===== src/rtl/fib_iter_adder_if.sv =====
// Job handshake and result bus for the iterated Fibonacci adder.
// The design connects through the slave modport; the driver uses master.
interface fib_iter_adder_if #(
    parameter int W     = 8,
    parameter int STEPS = 8
);
    logic             start_in;
    logic             mode_in;
    logic [W-1:0]     a_in;
    logic [W-1:0]     b_in;
    logic [STEPS-1:0] err_mask_in;
    logic             busy_out;
    logic             done_out;
    logic [W-1:0]     s_out;
    logic [W-1:0]     b_out;
    logic             ovf_out;

    modport slave (
        input  start_in, mode_in, a_in, b_in, err_mask_in,
        output busy_out, done_out, s_out, b_out, ovf_out
    );

    modport master (
        output start_in, mode_in, a_in, b_in, err_mask_in,
        input  busy_out, done_out, s_out, b_out, ovf_out
    );
endinterface


===== src/rtl/fib_iter_adder.sv =====
// Sequential Fibonacci-recurrence engine: one W-bit adder/subtractor iterated
// over STEPS cycles, forward (A+B) or reverse (B-A), with per-step hold flags.
module fib_iter_adder #(
    parameter int W     = 8,
    parameter int STEPS = 8
) (
    input  logic            clk,
    input  logic            rst,
    fib_iter_adder_if.slave bus
);
    localparam int CW = $clog2(STEPS + 1);

    typedef enum logic [1:0] {
        S_IDLE = 2'd0,
        S_RUN  = 2'd1,
        S_DONE = 2'd2
    } state_t;

    state_t           r_state;
    state_t           w_next;
    logic [W-1:0]     r_a;
    logic [W-1:0]     r_b;
    logic [CW-1:0]    r_cnt;
    logic             r_mode;
    logic [STEPS-1:0] r_mask;
    logic             r_ovf;
    logic             w_accept;
    logic             w_last;
    logic             w_busy;
    logic             w_done;
    logic [W:0]       w_sum;
    logic [W:0]       w_diff;

    // Top bit of the result is the carry-out (add) or borrow (subtract).
    function automatic logic [W:0] fwd_add(input logic [W-1:0] a, input logic [W-1:0] b);
        return {1'b0, a} + {1'b0, b};
    endfunction

    function automatic logic [W:0] rev_sub(input logic [W-1:0] minuend, input logic [W-1:0] subtrahend);
        return {1'b0, minuend} - {1'b0, subtrahend};
    endfunction

    assign w_accept = bus.start_in && (r_state != S_RUN);
    assign w_last   = (r_cnt == CW'(STEPS - 1));
    assign w_sum    = fwd_add(r_a, r_b);
    assign w_diff   = rev_sub(r_b, r_a);

    always_ff @(posedge clk) begin
        if (rst) begin
            r_state <= S_IDLE;
        end else begin
            r_state <= w_next;
        end
    end

    always_comb begin
        w_next = r_state;
        case (r_state)
            S_IDLE:  if (w_accept) w_next = S_RUN;
            S_RUN:   if (w_last)   w_next = S_DONE;
            S_DONE:  w_next = w_accept ? S_RUN : S_IDLE;
            default: w_next = S_IDLE;
        endcase
    end

    always_comb begin
        w_busy = 1'b0;
        w_done = 1'b0;
        case (r_state)
            S_RUN:   w_busy = 1'b1;
            S_DONE:  w_done = 1'b1;
            default: ;
        endcase
    end

    // The mask is shifted each step so bit 0 is always the current step's flag.
    always_ff @(posedge clk) begin
        if (rst) begin
            r_a    <= '0;
            r_b    <= '0;
            r_cnt  <= '0;
            r_mode <= 1'b0;
            r_mask <= '0;
            r_ovf  <= 1'b0;
        end else if (w_accept) begin
            r_a    <= bus.a_in;
            r_b    <= bus.b_in;
            r_cnt  <= '0;
            r_mode <= bus.mode_in;
            r_mask <= bus.err_mask_in;
            r_ovf  <= 1'b0;
        end else if (r_state == S_RUN) begin
            r_cnt  <= r_cnt + CW'(1);
            r_mask <= r_mask >> 1;
            if (!r_mask[0]) begin
                if (r_mode) begin
                    r_b   <= r_a;
                    r_a   <= w_diff[W-1:0];
                    r_ovf <= r_ovf | w_diff[W];
                end else begin
                    r_a   <= r_b;
                    r_b   <= w_sum[W-1:0];
                    r_ovf <= r_ovf | w_sum[W];
                end
            end
        end
    end

    assign bus.busy_out = w_busy;
    assign bus.done_out = w_done;
    assign bus.s_out    = r_b;
    assign bus.b_out    = r_a;
    assign bus.ovf_out  = r_ovf;
endmodule


===== src/flat_wrapper.sv =====
// flat-port wrapper written by rule: the top's interface ports become plain ports
module fib_iter_adder_flat 
#(
    parameter int W     = 8,
    parameter int STEPS = 8
)
  (clk, rst, bus_start_in, bus_mode_in, bus_a_in, bus_b_in, bus_err_mask_in, bus_busy_out, bus_done_out, bus_s_out, bus_b_out, bus_ovf_out);
  fib_iter_adder_if #(.W(W), .STEPS(STEPS)) bus_i ();
  input  logic clk;
  input  logic rst;
  input wire logic [$bits(bus_i.start_in)-1:0] bus_start_in;
  input wire logic [$bits(bus_i.mode_in)-1:0] bus_mode_in;
  input wire logic [$bits(bus_i.a_in)-1:0] bus_a_in;
  input wire logic [$bits(bus_i.b_in)-1:0] bus_b_in;
  input wire logic [$bits(bus_i.err_mask_in)-1:0] bus_err_mask_in;
  output wire logic [$bits(bus_i.busy_out)-1:0] bus_busy_out;
  output wire logic [$bits(bus_i.done_out)-1:0] bus_done_out;
  output wire logic [$bits(bus_i.s_out)-1:0] bus_s_out;
  output wire logic [$bits(bus_i.b_out)-1:0] bus_b_out;
  output wire logic [$bits(bus_i.ovf_out)-1:0] bus_ovf_out;
  assign bus_i.start_in = bus_start_in;
  assign bus_i.mode_in = bus_mode_in;
  assign bus_i.a_in = bus_a_in;
  assign bus_i.b_in = bus_b_in;
  assign bus_i.err_mask_in = bus_err_mask_in;
  assign bus_busy_out = bus_i.busy_out;
  assign bus_done_out = bus_i.done_out;
  assign bus_s_out = bus_i.s_out;
  assign bus_b_out = bus_i.b_out;
  assign bus_ovf_out = bus_i.ovf_out;
  fib_iter_adder #(.W(W), .STEPS(STEPS)) u_core (.clk(clk), .rst(rst), .bus(bus_i));
endmodule

===== config.mk =====
export PLATFORM = sky130hd
export DESIGN_NAME = fib_iter_adder_flat
export DESIGN_NICKNAME = d
export VERILOG_FILES = /design/src/rtl/fib_iter_adder_if.sv /design/src/rtl/fib_iter_adder.sv /design/src/flat_wrapper.sv
export SDC_FILE = /design/constraint.sdc
export NUM_CORES = 1
export LEC_CHECK = 0
export CAP_MARGIN = 20
export CORE_MARGIN = 2
export CORE_UTILIZATION = 54
export CTS_BUF_LIST = sky130_fd_sc_hd__clkbuf_4
export DETAILED_ROUTE_END_ITERATION = 10
export PLACE_DENSITY = 0.84
export SLEW_MARGIN = 20
export SYNTH_ARGS = -nofsm -noshare
export SYNTH_HDL_FRONTEND = slang
export SYNTH_SLANG_ARGS = --single-unit
export TNS_END_PERCENT = 50

===== constraint.sdc =====
create_clock -name clk -period 3.4 [get_ports clk]
set_clock_uncertainty 0.05 [all_clocks]
set_input_delay 0.68 -clock clk [delete_from_list [all_inputs] [get_ports clk]]
set_output_delay 0.68 -clock clk [all_outputs]
set_load 0.1 [all_outputs]

==> impl_metrics.toml <==
[pwr]
total_power_mw = 1.32
p_clk_share_pct = 22.7
p_sw_mw = 0.549
peakVddDrop_uv = 277
pwr-share-comb_pct = 43.1
p_seq_share_pct = 34.2
p_leak_nw = 1.14
switching_share_pct = 41.5
intPower_mw = 0.775
powerDensity_nw_per_um2 = 481

[global_routing]
grt_pass1_wl_um = 8290
grt_max_degree = 33
grt_usage_pct = 23.7
antenna_found_initial = 0
grt_overflow = 0
grt_pass1_vias = 1851

[timing]
rsz0062_at_grt = "no"
drv_slew = 0
final.setup.tns_ns = 0
finalCritPeriodShare_pct = 71.6
fmax_ghz = 0.411
finalSetupViolCount = 0
hold_viol = 0
timing.final.ws_setup_ns = 0.965
final.min_clock_period_ns = 2.44
worst_slew_pin_slew_ns = 1.04
relSlewSlack_pct = 30.5

[die]
die_w_um = 68.7
dieArea_um2 = 4720
fp.coreArea_um2 = 4000
ios = 47
die_y_um = 68.7
row_count = 23
start_util_pct = 56.5

[synthesis]
synth_edf_count = 0
synthCells = 270
synth.distinct_cells = 52
ys.flop_type = "dfxtp_1"
netlist_area_um2 = 2260
synthesis.nets = 318
async_reset_ff_share_pct = 0
synth_seq_cells = 32
yosysWarnings = 0
syn_avg_cell_area_um2 = 8.36
synth-seq-area-share_pct = 28.4

[place]
routabilityCongestion = 0.904
dp_hpwl_um = 3770
place_ws_ns = 0.788
io_buffers = 46
post-place-cells = 353
place_area_um2 = 2670

[critical_path]
cp_top_family = "buffers and inverters"
slowest_stage = "nand2b_1"
crit_path_max_fanout = 18
cp_data_arrival_time_ns = 1.71
cpPeakStageDelay_ns = 0.46
path_cells = "nand2b_1 -> inv_4 -> buf_4"
endpoint_kind = "output port"
cp-start-kind = "flip-flop"
path_buf_inv = 2
required_ns = 2.67
path_class = "reg2out"

[cells_and_area]
layout_commonest_cell = "dfxtp_1"
finalNonFillerCells = 361
layout_common_cells = "dfxtp_1 (32), clkdlybuf4s50_1 (27), nand2_1 (25), nor2_1 (23), buf_4 (22)"
area_delta_synth_final_pct = 21.7
fin_area_um2 = 2750
diodes = 0
drive_above_1_share_pct = 12.5
fin_nets = 358

[routing]
vias_per_cell = 5.88
ant_nets = 0
wl_per_cell_um = 14.7
drcViolationCount = 0
num_vias = 2123
drt_iter0_drc = 137
wl_um = 5300
drt_pass1_iterations = 4

[cts]
clkLatencyLatePin_ns = 0.36
clockBufferDepth = 2
cts_resized = 0
ctsHoldBuffers = 0
cts.sinks = 32
postCtsSetupBuffers = 0
cts_buffers = 5
tritoncts = "built"
ctsHtreeMaxLevel = 2
clk_pin_slew_worst_paths_ns = 0.10
root_buffer = "clkbuf_4"

[flow_run]
drv_cap = 0

[run_status]
status = "finished clean"

[worst_hold_path]
hp-class = "reg2reg"
Yosys cell counts, types with 2 or more instances:
cell type	count	area share [%]
dfxtp_1	32	28
nand2_1	25	4.2
nor2_1	23	3.8
ha_1	18	10
inv_1	17	2.8
a21oi_1	15	3.3
a211oi_1	13	4.3
nor3_1	13	2.9
mux2i_1	12	5.3
o21ai_0	11	2.4
buf_2	7	1.6
nand2b_1	6	1.7
a311oi_1	5	1.9
nor2b_1	5	1.4
xnor2_1	5	1.9
clkbuf_1	4	0.66
o211ai_1	4	1.3
o221ai_1	4	1.6
xor2_1	4	1.6
a22oi_1	3	1.0
o21a_1	3	1.0
a21o_1	2	0.66
a221oi_1	2	0.78
and3_1	2	0.55
buf_1	2	0.33
buf_6	2	1.0
fa_1	2	1.8
nor4_1	2	0.55
o22ai_1	2	0.55
o31ai_1	2	0.66
o32ai_1	2	0.78
through the flow:
| step | hold WS, ns | util (%) |
|---|---|---|
| 6_report | 0.451 | 68.7 |
| 5_1_grt | 0.473 | 68.7 |
| 4_1_cts | 0.456 | 68.7 |
| 3_5_place_dp | 0.439 | 66.7 |
| 3_3_place_gp | 0.437 | 66.7 |
| 2_1_floorplan | 0.427 | - |
final timing paths:
path	from	to	slack, ns	depth (start not counted)
setup reg to reg	u_core.r_state[1]	u_core.bus.b_out[7]	1.08	5
hold reg to reg	u_core.r_mask[5]	u_core.r_mask[4]	0.45	2
setup / recovery	u_core.r_state[1]	bus_busy_out	0.96	3
hold / removal	u_core.r_mask[5]	u_core.r_mask[4]	0.45	2
power groups by stage:
stage	Sequential (mW)	Clock [mW]	Combinational (mW)
after floorplan	0.595	0	0.311
after detailed placement	0.460	0	0.568
after global placement	0.459	0	0.560
after CTS	0.451	0.307	0.570
final	0.452	0.300	0.571
after global routing	0.458	0.319	0.613
logic make-up after synthesis:
family | after synthesis | synth area share [%]
AOI/OAI and AO/OA | 78 | 25.7
xor gates and xnor gates | 9 | 3.49
adders and majority gates | 20 | 11.7
buffers and inverters | 34 | 6.98
DFF | 32 | 28.4
muxes | 13 | 5.82
and+or+nand+nor | 84 | 17.9
state kept, by name, summed over array words and instances, names as in the netlist:
| name | flops |
|---|---|
| u_core.bus.s_out | 8 |
| u_core.r_mode | 1 |
| u_core.bus.b_out | 8 |
| u_core.r_mask | 8 |
| u_core.r_cnt | 4 |
| u_core.bus.ovf_out | 1 |
| u_core.r_state | 2 |
layer usage:
metal | GRT usage, % | part of all wire [%] | vias up | routed length, µm
met5 | 0 | 0 | - | 0
met2 | 39.8 | 47 | 72 | 2500
met3 | 4.71 | 7.0 | 11 | 370
met4 | 9.00 | 1.9 | 0 | 100
li1 | - | - | 1061 | -
met1 | 29.9 | 44 | 979 | 2330
layout make-up:
| class | count | area (µm²) |
|---|---|---|
| inverter | 18 | 70.1 |
| clock buffer | 6 | 45.0 |
| clock inverter | 2 | 35.0 |
| multi-input combinational | 204 | 1460 |
| timing repair buffer | 49 | 435 |
| tap | 50 | 62.6 |
| fill | 335 | 1250 |
| sequential | 32 | 641 |
worst min-delay path, delay by kind of cell (launching register included):
kind               cells  cell delay [ns]
AOI/OAI and AO/OA      1             0.05
DFF                    1             0.32
and+or+nand+nor        1             0.09
No activity file was read; power rests on OpenSTA's default activity.
